### config.mk
export PLATFORM = sky130hd
export DESIGN_NAME = flash_reader
export DESIGN_NICKNAME = d
export VERILOG_FILES = /design/src/rtl/flash_reader.sv
export SDC_FILE = /design/constraint.sdc
export NUM_CORES = 1
export LEC_CHECK = 0
export ABC_AREA = 1
export CAP_MARGIN = 20
export CORE_UTILIZATION = 50
export DETAILED_ROUTE_END_ITERATION = 12
export PLACE_DENSITY = 0.92
export SLEW_MARGIN = 15
export SYNTH_ARGS = -nofsm -noshare
export SYNTH_HDL_FRONTEND = slang
export SYNTH_SLANG_ARGS = --single-unit
### constraint.sdc
create_clock -name clk -period 1.75 [get_ports clk]
set_input_delay 0.4375 -clock clk [delete_from_list [all_inputs] [get_ports clk]]
set_output_delay 0.4375 -clock clk [all_outputs]
set_load 0.03 [all_outputs]
### src/rtl/flash_reader.sv
// ---------------------------------------------------------------------------
// flash_reader
//
// Fetch stage of the Lab 2 audio path. Reads 32-bit sample words from the
// on-board flash over an Avalon-MM read master and hands each word to
// audio_control (data_in). The word address walks forward or backward through
// 0..MAX_ADDR with wrap-around, one read per request from the audio stage.
//
// Parameters
//   ADDR_WIDTH : flash word-address width
//   MAX_ADDR   : last valid word address (wrap point)
//
// Ports
//   clk                     : system clock, rising edge
//   reset                   : synchronous, active-high
//   play_audio              : 1 = new reads may be issued
//   forward                 : 1 = address +1 per word, 0 = address -1
//   restart                 : pulse, reload address to 0 (fwd) / MAX_ADDR (bwd)
//   next_word               : pulse, audio stage requests the next word
//   flash_mem_read          : Avalon read strobe
//   flash_mem_address       : Avalon word address
//   flash_mem_byteenable    : always 4'hF
//   flash_mem_waitrequest   : Avalon slave stall
//   flash_mem_readdata      : Avalon read data
//   flash_mem_readdatavalid : Avalon read data qualifier
//   data_out                : last fetched word
//   data_valid              : one-cycle pulse when data_out updates
//   busy                    : high whenever a transaction is in progress
// ---------------------------------------------------------------------------
module flash_reader #(
    parameter int                    ADDR_WIDTH = 23,
    parameter logic [ADDR_WIDTH-1:0] MAX_ADDR   = ADDR_WIDTH'('h7FFFF)
) (
    input  logic                  clk,
    input  logic                  reset,
    input  logic                  play_audio,
    input  logic                  forward,
    input  logic                  restart,
    input  logic                  next_word,
    output logic                  flash_mem_read,
    output logic [ADDR_WIDTH-1:0] flash_mem_address,
    output logic [3:0]            flash_mem_byteenable,
    input  logic                  flash_mem_waitrequest,
    input  logic [31:0]           flash_mem_readdata,
    input  logic                  flash_mem_readdatavalid,
    output logic [31:0]           data_out,
    output logic                  data_valid,
    output logic                  busy
);

    typedef enum logic [1:0] {
        IDLE      = 2'd0,
        ISSUE     = 2'd1,
        WAIT_DATA = 2'd2,
        LATCH     = 2'd3
    } state_t;

    localparam logic [ADDR_WIDTH-1:0] ADDR_ONE  = ADDR_WIDTH'(1);
    localparam logic [ADDR_WIDTH-1:0] ADDR_ZERO = '0;

    state_t state;
    logic   pending;       // one request remembered while a word is in flight
    logic   restart_pend;  // restart seen mid-transaction, applied in LATCH

    // Next address for one step in the requested direction, wrapping at both
    // ends of the 0..MAX_ADDR window.
    function automatic logic [ADDR_WIDTH-1:0] step_addr(
        input logic [ADDR_WIDTH-1:0] addr,
        input logic                  fwd
    );
        logic [ADDR_WIDTH-1:0] nxt;
        if (fwd) begin
            nxt = (addr == MAX_ADDR) ? ADDR_ZERO : addr + ADDR_ONE;
        end else begin
            nxt = (addr == ADDR_ZERO) ? MAX_ADDR : addr - ADDR_ONE;
        end
        return nxt;
    endfunction

    // Start point of a playback pass: bottom of flash when playing forward,
    // top of flash when playing backward.
    function automatic logic [ADDR_WIDTH-1:0] reload_addr(input logic fwd);
        return fwd ? ADDR_ZERO : MAX_ADDR;
    endfunction

    assign flash_mem_byteenable = 4'hF;

    // Single FSM process. flash_mem_read, data_valid and busy are registered
    // together with the state so they always agree with it and no input has
    // a combinational path to an output.
    always_ff @(posedge clk) begin
        if (reset) begin
            state             <= IDLE;
            flash_mem_address <= '0;
            flash_mem_read    <= 1'b0;
            data_out          <= 32'h0;
            data_valid        <= 1'b0;
            busy              <= 1'b0;
            pending           <= 1'b0;
            restart_pend      <= 1'b0;
        end else begin
            case (state)
                IDLE: begin
                    // A reload here is visible before the read strobe rises,
                    // so a simultaneous request reads from the reloaded address.
                    if (restart) begin
                        flash_mem_address <= reload_addr(forward);
                    end
                    // With play_audio low a fresh request is dropped, but a
                    // request carried in 'pending' waits for play to return.
                    if (play_audio && (next_word || pending)) begin
                        state          <= ISSUE;
                        flash_mem_read <= 1'b1;
                        busy           <= 1'b1;
                        pending        <= 1'b0;
                    end
                end

                ISSUE: begin
                    if (restart) begin
                        restart_pend <= 1'b1;
                    end
                    if (next_word) begin
                        pending <= 1'b1;
                    end
                    // Address and strobe stay put until the slave accepts.
                    if (!flash_mem_waitrequest) begin
                        state          <= WAIT_DATA;
                        flash_mem_read <= 1'b0;
                    end
                end

                WAIT_DATA: begin
                    if (restart) begin
                        restart_pend <= 1'b1;
                    end
                    if (next_word) begin
                        pending <= 1'b1;
                    end
                    if (flash_mem_readdatavalid) begin
                        state      <= LATCH;
                        data_out   <= flash_mem_readdata;
                        data_valid <= 1'b1;
                    end
                end

                LATCH: begin
                    data_valid <= 1'b0;
                    // A restart seen anywhere during this transaction replaces
                    // the normal step; the delivered word is unaffected.
                    if (restart || restart_pend) begin
                        flash_mem_address <= reload_addr(forward);
                    end else begin
                        flash_mem_address <= step_addr(flash_mem_address, forward);
                    end
                    restart_pend <= 1'b0;
                    // Go straight back to ISSUE for a queued or coincident
                    // request: one word every three cycles when streaming.
                    if (play_audio && (pending || next_word)) begin
                        state          <= ISSUE;
                        flash_mem_read <= 1'b1;
                        pending        <= 1'b0;
                    end else begin
                        state <= IDLE;
                        busy  <= 1'b0;
                    end
                end

                default: begin
                    state          <= IDLE;
                    flash_mem_read <= 1'b0;
                    data_valid     <= 1'b0;
                    busy           <= 1'b0;
                end
            endcase
        end
    end

endmodule

==> key figures, run 1 <==
Hold path
  – Hold Startpoint: pending
  – Worst hold path type: register to register

Critical path
  – Worst path buffer plus inverter count: 1
  – Family with the most delay on the worst path: flip-flops
  – Crit. Startpoint: flash_mem_address[18]
  – Critical Path RT: 1.31 ns
  – Worst path arrival time: 1.28 ns
  – Critical Path, Cell by Cell: dlygate4sd2_1
  – Worst path slowest cell: dfxtp_1
  – CP Capture Type: primary output
  – FF-to-FF Start: flash_mem_address[1]
  – Crit path max fanout: 5
  – Critical Path Max Stage Delay: 0.49 ns
  – CP Launch Type: register
  – WS Path Type: register to primary output

Placed design
  – Setup slack at placement: -0.217 ns
  – Final GP Congestion: 0.940
  – Post-DP HPWL: 10,300 um
  – IO buf count: 97
  – Placed cell area: 5440 um2

GRT
  – Pin count of the biggest net entering global routing: 54
  – Number of global-route vias before repair: 4,720
  – First-pass GRT wire length: 22,100 um
  – Grt ovf: 0
  – Antenna violations before repair: 0
  – Tot GR Track Use: 33.4%

Yosys
  – Adder-Cell Fraction of Synth Area: 2.20%
  – EDFF count, synth: 0
  – Synth Area in Compound Gates: 11.3%
  – Synth cell types: 32
  – Share of synthesized registers carrying an async set or reset: 0%
  – Top post-synthesis cells by area: dfxtp_1 31%, nor2_1 16%, nand2_1 15%
  – Post-Syn Instances: 668
  – Synthesized flop and latch total: 62
  – Mapped cell area: 3990 um2
  – Sequential share of the synthesized area: 31.1%
  – Synth area leader: dfxtp_1
  – Main combinational cell family by area after synthesis: simple AND/OR/NAND/NOR gates
  – Synth Warn #: 0
  – Ys flop type: dfxtp_1
  – Mux cell area share after synthesis: 0%
  – Synthesized area per cell: 5.97 um2
  – Synth cell count leaders: 167 x nor2_1, 159 x nand2_1, 66 x o21ai_0, 62 x dfxtp_1, 55 x inv_1
  – Share of the synthesized area in the top cell type: 31.1%
  – Post-Synth XOR/XNOR Area: 2.86%
  – Simple-Gate Fraction of Synth Area: 43.0%
  – Most common cell in the netlist: nor2_1

Route
  – Vias per cell: 5.32
  – DR DRC count: 0
  – First DRT Iteration DRCs: 299
  – TritonRoute pass-1 iters: 6
  – Via count: 4,881
  – Remaining antenna violation count: 0
  – DRT Wirelength: 13,700 um
  – Wire per inst: 15.0 um

Timing
  – Final hold slack: 0.480 ns
  – Fin worst setup slack: 0.0283 ns
  – Hold Vio Cnt, Final: 0
  – Fmax: 0.581 GHz
  – Period utilization: 98.4%
  – Final Skew: 0.0120 ns
  – Min Clock Period, post-route: 1.72 ns
  – Finish-stage setup viols: 0
  – Slew Viols, Final: 0
  – Fin Setup TNS: 0 ns

Clock tree
  – # clock sinks: 62
  – Clock Tree Root: clkbuf_8
  – Hold buffers post-CTS: 0
  – Clk pin slew, worst setup/hold paths: 0.08 ns
  – Skew-Pair Late Insertion Delay: 0.35 ns
  – H-tree depth: 3
  – Clock Tree Buf Depth: 2
  – CTS buffer count: 9
  – CTS tree: done

Floorplanning
  – Die width: 91.3 um
  – # IOs: 102
  – Die footprint: 8330 um2
  – Core Region: 7730 um2
  – Die Y-Extent: 91.3 um
  – Row Count: 32
  – Starting Density: 51.6%

Power
  – Leak: 2.70 nW
  – Power share of the sequential group: 27.9%
  – Clock network fraction of design power: 14.8%
  – Sw frac: 49.2%
  – Power per cell area: 1400 nW/um2
  – Peak supply drop: 0.00108 V
  – Combinational Power Share: 57.3%
  – Switching pwr: 3.95 mW
  – Internal power: 4.07 mW

Flow run
  – Max_cap viols: 0

Cells and area
  – Final core utilization: 74.4%
  – Final net count: 857
  – Ant. Diodes: 0
  – Final Instance Area: 5750 um2
  – Layout cells sized above 1: 17.2%
  – Area growth syn-to-layout: 44.2%

Run status
  – Outcome: finished, final reports clean
## final cells by class
cell class | instances | area (um2)
clock buffer | 9 | 124
clock inverter | 7 | 57.6
fill | 624 | 1980
inverter | 56 | 218
multi-input combinational | 519 | 2490
sequential | 62 | 1290
tap | 102 | 128
timing repair buffer | 162 | 1440
## sequential cells by signal, indices dropped and copies added (netlist names)
name               cells
flash_mem_read         1
busy                   1
state                  2
flash_mem_address     23
restart_pend           1
pending                1
data_out              32
data_valid             1
## worst min-delay path: stages (launching register included)
cell	delay (ns)
dfxtp_1	0.32
nand2_1	0.06
a21oi_1	0.05
## worst paths after layout
path	slack [ns]	cells past startpoint	to
min reg2reg	0.48	2	pending
max	0.03	1	flash_mem_address[18]
max reg2reg	0.08	10	flash_mem_address[12]
min	0.48	2	pending
## through the flow
step	total power, mW	instances
after floorplan	4.85	671
after CTS	7.69	914
after global placement	6.54	898
after detailed placement	6.66	898
final	8.02	917
after global routing	8.57	917
## cell families after synthesis
logic type,count (synthesis)
compound gates,86
xor+xnor,13
fa+ha+maj,7
buf+inv,90
flops,62
other cells,1
simple gates,409
## cell usage in the layout, fill, tap and decap left out, drive strengths merged, types with 16 or more instances in the layout
| cell | Yosys | final |
|---|---|---|
| nand2 | 162 | 162 |
| clkdlybuf4s50 | 0 | 39 |
| nand3 | 50 | 50 |
| dlygate4sd2 | 0 | 57 |
| o21ai | 66 | 66 |
| buf | 21 | 65 |
| nor2 | 175 | 175 |
| a21oi | 16 | 16 |
| dfxtp | 62 | 62 |
| inv | 56 | 58 |
## metal layers
metal  routed length [um]  global-route usage [%]  vias to the layer above  part of all wire, %
li1                     -                       -                     2394                    -
met3                 1040                    6.87                       21                  7.5
met2                 6770                    59.0                      223                   49
met4                  227                    10.2                        0                  1.7
met1                 5710                    40.6                     2243                   42
met5                    0                       0                        -                    0
## what timing repair did
item	in CTS	in global routing
setup endpoints to repair	69	26
resized for setup	68	48
pin swaps	0	7
buffers inserted	0	3
## power groups by stage
stage	Combinational, mW	Clock, mW	Sequential [mW]
global route	5.03	1.27	2.27
floorplan	2.22	0	2.63
detailed placement	4.45	0	2.21
global placement	4.35	0	2.19
CTS	4.31	1.20	2.18
finish	4.60	1.18	2.24
Note: power is estimated with default switching activity, not from simulation.
==> inputs of run 2 (changes only) <==
--- a/config.mk
+++ b/config.mk
@@ -7,6 +7,7 @@
 export LEC_CHECK = 0
 export ABC_AREA = 1
 export CAP_MARGIN = 20
+export CORE_ASPECT_RATIO = 1.75
 export CORE_UTILIZATION = 50
 export DETAILED_ROUTE_END_ITERATION = 12
 export PLACE_DENSITY = 0.92
==> key figures, run 2 (same netlist as run 1, synthesis figures left out) <==
Critical path
  – Worst path slowest cell: dfxtp_1
  – Crit path max fanout: 5
  – Critical Path, Cell by Cell: dlygate4sd2_1
  – CP Capture Type: primary output
  – Critical Path RT: 1.31 ns
  – Family with the most delay on the worst path: flip-flops
  – CP Launch Type: register
  – Critical Path Max Stage Delay: 0.52 ns
  – WS Path Type: register to primary output
  – Worst path buffer plus inverter count: 1
  – Worst path arrival time: 1.30 ns

Route
  – Wire per inst: 16.9 um
  – Via count: 5,043
  – DR DRC count: 0
  – TritonRoute pass-1 iters: 5
  – DRT Wirelength: 15,300 um
  – Highest Signal Layer: met4
  – Routed wl met3: 1000 um
  – Vias per cell: 5.57
  – DRT met1 WL: 5030 um
  – First DRT Iteration DRCs: 411
  – Detail Route met2 WL: 8030 um
  – Remaining antenna violation count: 0

Cells and area
  – Commonest cells after routing, fill and taps aside: 156 x nor2_1, 155 x nand2_1, 66 x o21ai_0
  – Ant. Diodes: 0
  – Max reg flops: 32
  – Biggest register: data_out
  – Area growth syn-to-layout: 45.4%
  – Most common cell after layout, fill and taps aside: nor2_1
  – Final net count: 859
  – Layout cells sized above 1: 16.9%
  – Top flop regs: data_out: 32 flops, flash_mem_address: 23 flops, state: 2 flops

Clock tree
  – H-tree depth: 3
  – Clk pin slew, worst setup/hold paths: 0.06 ns
  – CTS buffer count: 9
  – Skew-Pair Late Insertion Delay: 0.35 ns
  – Clock Tree Root: clkbuf_16
  – Clock Tree Buf Depth: 2
  – # clock sinks: 62
  – CTS tree: done

Timing
  – Fmax: 0.576 GHz
  – Hold Vio Cnt, Final: 0
  – Finish-stage setup viols: 0
  – Slew Viols, Final: 0
  – Period utilization: 99.2%
  – Fin Setup TNS: 0 ns
  – Fin worst setup slack: 0.0132 ns
  – Min Clock Period, post-route: 1.74 ns
  – Final Skew: 0.0104 ns
  – RSZ-0062 raised after global routing: true

Placed design
  – Setup slack at placement: -0.250 ns
  – IO buf count: 97
  – Final GP Congestion: 1.01
  – Post-DP HPWL: 11,700 um

Power
  – Leak: 2.76 nW
  – Peak supply drop: 0.00132 V
  – Power per cell area: 1470 nW/um2

GRT
  – Grt ovf: 0
  – Pin count of the biggest net entering global routing: 54
  – Number of global-route vias before repair: 5,041
  – First-pass GRT wire length: 23,900 um
  – Tot GR Track Use: 36.7%
  – Antenna violations before repair: 0

Floorplanning
  – Row Count: 42
  – Die width: 69.5 um
  – Starting Density: 52.3%
  – Core Region: 7620 um2
  – Die Y-Extent: 120 um
  – Die footprint: 8350 um2
  – # IOs: 102

Run status
  – Outcome: finished, final reports clean

Hold path
  – Worst hold path type: register to register

Flow run
  – Max_cap viols: 0
==> run 2: per-stage QoR <==
step	area, um2	power, mW	instances	utilization, %	hold WS [ns]
6_report	5800	8.53	905	76.1	0.485
4_1_cts	5680	8.26	904	74.6	0.486
5_1_grt	5800	9.01	905	76.1	0.500
2_1_floorplan	4000	4.85	671	-	0.450
3_3_place_gp	5460	6.59	888	71.7	0.460
3_5_place_dp	5460	6.73	888	71.7	0.476
==> run 2: layer usage <==
metal / up-vias / track usage, %
met5: - / 0
met4: 0 / 28.4
met3: 101 / 7.39
met2: 295 / 68.3
met1: 2251 / 34.2
li1: 2396 / -
==> run 2: area by class of cell <==
cell class	count	area, um2
Tap cell	88	110
Clock buffer	9	225
Inverter	56	210
Fill cell	577	1820
Timing Repair Buffer	164	1460
Clock inverter	7	58.8
Sequential cell	62	1270
Multi-Input combinational cell	519	2470
==> run 2: where the power goes <==
part / internal (mW) / total, mW / switching [mW]
Clock: 0.977 / 1.72 / 0.743
Sequential: 1.80 / 2.18 / 0.387
Combinational: 1.68 / 4.62 / 2.94
Total: 4.45 / 8.53 / 4.07
==> run 2: repair_timing <==
action,4_1_cts,5_1_grt
setup endpoints to repair,66,27
pin swaps,0,1
resized for setup,63,38
setup buffers,0,1
endpoints found under the hold margin,0,0
hold buffers,0,0
==> run 2: worst paths after layout <==
kind                         startpoint               endpoint  slack, ns  cells past startpoint
setup / recovery  flash_mem_address[18]  flash_mem_address[18]       0.01                      1
hold reg to reg            data_out[22]           data_out[22]       0.48                      2
setup reg to reg   flash_mem_address[0]  flash_mem_address[17]       0.05                     10
hold / removal             data_out[22]           data_out[22]       0.48                      2
==> inputs of run 3 (changes only) <==
--- a/config.mk
+++ b/config.mk
@@ -11,6 +11,7 @@
 export CORE_UTILIZATION = 50
 export DETAILED_ROUTE_END_ITERATION = 12
 export PLACE_DENSITY = 0.92
+export REMOVE_ABC_BUFFERS = 1
 export SLEW_MARGIN = 15
 export SYNTH_ARGS = -nofsm -noshare
 export SYNTH_HDL_FRONTEND = slang
==> key figures, run 3 (same netlist as run 1, synthesis figures left out) <==
Cells and area
  – FILL cells: 561
  – Most common cell after layout, fill and taps aside: nor2_1
  – Final net count: 880
  – Ant. Diodes: 0
  – Post-Layout Cell Count: 926
  – Commonest cells after routing, fill and taps aside: 153 x nor2_1, 149 x nand2_1, 83 x buf_4
  – Top flop regs: data_out: 32 flops, flash_mem_address: 23 flops, state: 2 flops
  – Layout cells sized above 1: 21.0%
  – Max reg flops: 32
  – Area growth syn-to-layout: 52.0%
  – Biggest register: data_out

Power
  – Sw frac: 46.3%
  – Peak supply drop: 0.000972 V
  – Switching pwr: 4.24 mW
  – Combinational Power Share: 54.6%
  – Clock network fraction of design power: 21.5%
  – Leak: 2.90 nW
  – Internal power: 4.92 mW
  – Power share of the sequential group: 23.9%
  – Power per cell area: 1510 nW/um2

GRT
  – Pin count of the biggest net entering global routing: 34
  – Antenna violations before repair: 0
  – Grt ovf: 0
  – First-pass GRT wire length: 25,500 um
  – Number of global-route vias before repair: 5,306
  – Tot GR Track Use: 40.1%

Floorplanning
  – Row Count: 42
  – Core Region: 7620 um2
  – # IOs: 102
  – Die Y-Extent: 120 um
  – Die footprint: 8350 um2
  – Die width: 69.5 um
  – Starting Density: 52.3%

Hold path
  – Worst hold path type: register to register

Critical path
  – CP Capture Type: primary output
  – R2r setup slk: 0.03 ns
  – Family with the most delay on the worst path: flip-flops
  – Critical Path, Cell by Cell: dlygate4sd2_1
  – CP Launch Type: register
  – Worst path slowest cell: dfxtp_1
  – Worst path arrival time: 1.30 ns
  – Crit path max fanout: 6
  – Critical Path Max Stage Delay: 0.51 ns
  – WS Path Type: register to primary output
  – Critical Path RT: 1.31 ns
  – Worst path buffer plus inverter count: 1

Timing
  – Hold Vio Cnt, Final: 0
  – Finish-stage setup viols: 0
  – RSZ-0062 raised after global routing: true
  – Fmax: 0.577 GHz
  – Min Clock Period, post-route: 1.73 ns
  – Fin worst setup slack: 0.0171 ns
  – Period utilization: 99.0%
  – Slew Viols, Final: 0
  – Final Skew: 0.00580 ns
  – Final hold slack: 0.486 ns

Placed design
  – Placed Instances: 910
  – Final GP Congestion: 1.13
  – Setup slack at placement: -0.225 ns
  – IO buf count: 97
  – Post-DP HPWL: 12,100 um

Clock tree
  – H-tree depth: 3
  – # clock sinks: 62
  – CTS buffer count: 9
  – CTS tree: done
  – Postcts setup bufs: 0
  – Skew-Pair Late Insertion Delay: 0.34 ns
  – Clock Tree Root: clkbuf_16
  – Clock Tree Buf Depth: 2
  – Clk pin slew, worst setup/hold paths: 0.05 ns

Route
  – Vias per cell: 5.79
  – First DRT Iteration DRCs: 530
  – Remaining antenna violation count: 0
  – DRT Wirelength: 16,800 um
  – TritonRoute pass-1 iters: 6
  – Via count: 5,361
  – DR DRC count: 0
  – Wire per inst: 18.1 um

Run status
  – Outcome: finished, final reports clean

Flow run
  – Max_cap viols: 0
==> run 3: changes by cell type in the layout (fill, tap and decap cells not counted), sizes merged <==
cell,previous run,this run
inv,58,57
buf,67,89
clkbuf,9,11
clkdlybuf4s15,2,1
clkinv,4,1
bufinv,0,2
==> run 3: layout make-up <==
| cell class | count | area, um2 | area share, % |
|---|---|---|---|
| repair buffers | 185 | 1610 | 26.5 |
| inverters | 56 | 213 | 3.51 |
| well taps | 88 | 110 | 1.82 |
| multi-input cells | 519 | 2530 | 41.8 |
| flip-flops and latches | 62 | 1270 | 20.9 |
| clock buffers | 11 | 243 | 4.01 |
| clock inverters | 5 | 81.3 | 1.34 |
==> run 3: path summary, 6_finish.rpt <==
| path | from | to | cells after the start |
|---|---|---|---|
| worst max-delay path | flash_mem_address[19] | flash_mem_address[19] | 1 |
| worst min-delay path | data_out[13] | data_out[13] | 2 |
| worst max register to register | flash_mem_address[3] | flash_mem_address[21] | 9 |
| worst min register to register | data_out[13] | data_out[13] | 2 |
==> run 3: stage by stage <==
step / power, mW / utilization [%] / instance area [um2] / setup TNS (ns)
after floorplan: 4.73 / - / 3830 / -4.90
after global placement: 6.75 / 73.6 / 5610 / -2.75
after detailed placement: 6.88 / 73.6 / 5610 / -3.53
after CTS: 8.78 / 77.3 / 5890 / 0
after global routing: 9.63 / 79.5 / 6060 / -0.326
final: 9.17 / 79.5 / 6060 / 0
==> run 3: power by group through the flow <==
stage | clock (mW) | sequential (mW) | combinational, mW
floorplan | 0 | 2.71 | 2.01
global placement | 0 | 2.13 | 4.63
detailed placement | 0 | 2.15 | 4.73
CTS | 1.97 | 2.14 | 4.68
global route | 2.04 | 2.21 | 5.38
finish | 1.97 | 2.19 | 5.00
==> run 3: layer usage <==
metal	GRT usage, %	wire, um	up-vias	share of wire, %
li1	-	-	2431	-
met1	37.4	5610	2457	33
met2	71.9	8540	365	51
met3	9.24	1180	108	7.0
met4	34.4	1470	0	8.7
met5	0	0	-	0
==> run 3: what timing repair did <==
action                                  4_1_cts  5_1_grt
gates cloned                                  0        0
gates resized for setup                      73       57
endpoints found under the setup margin       71       24
hold buffers                                  0        0
pin swaps                                     1        5
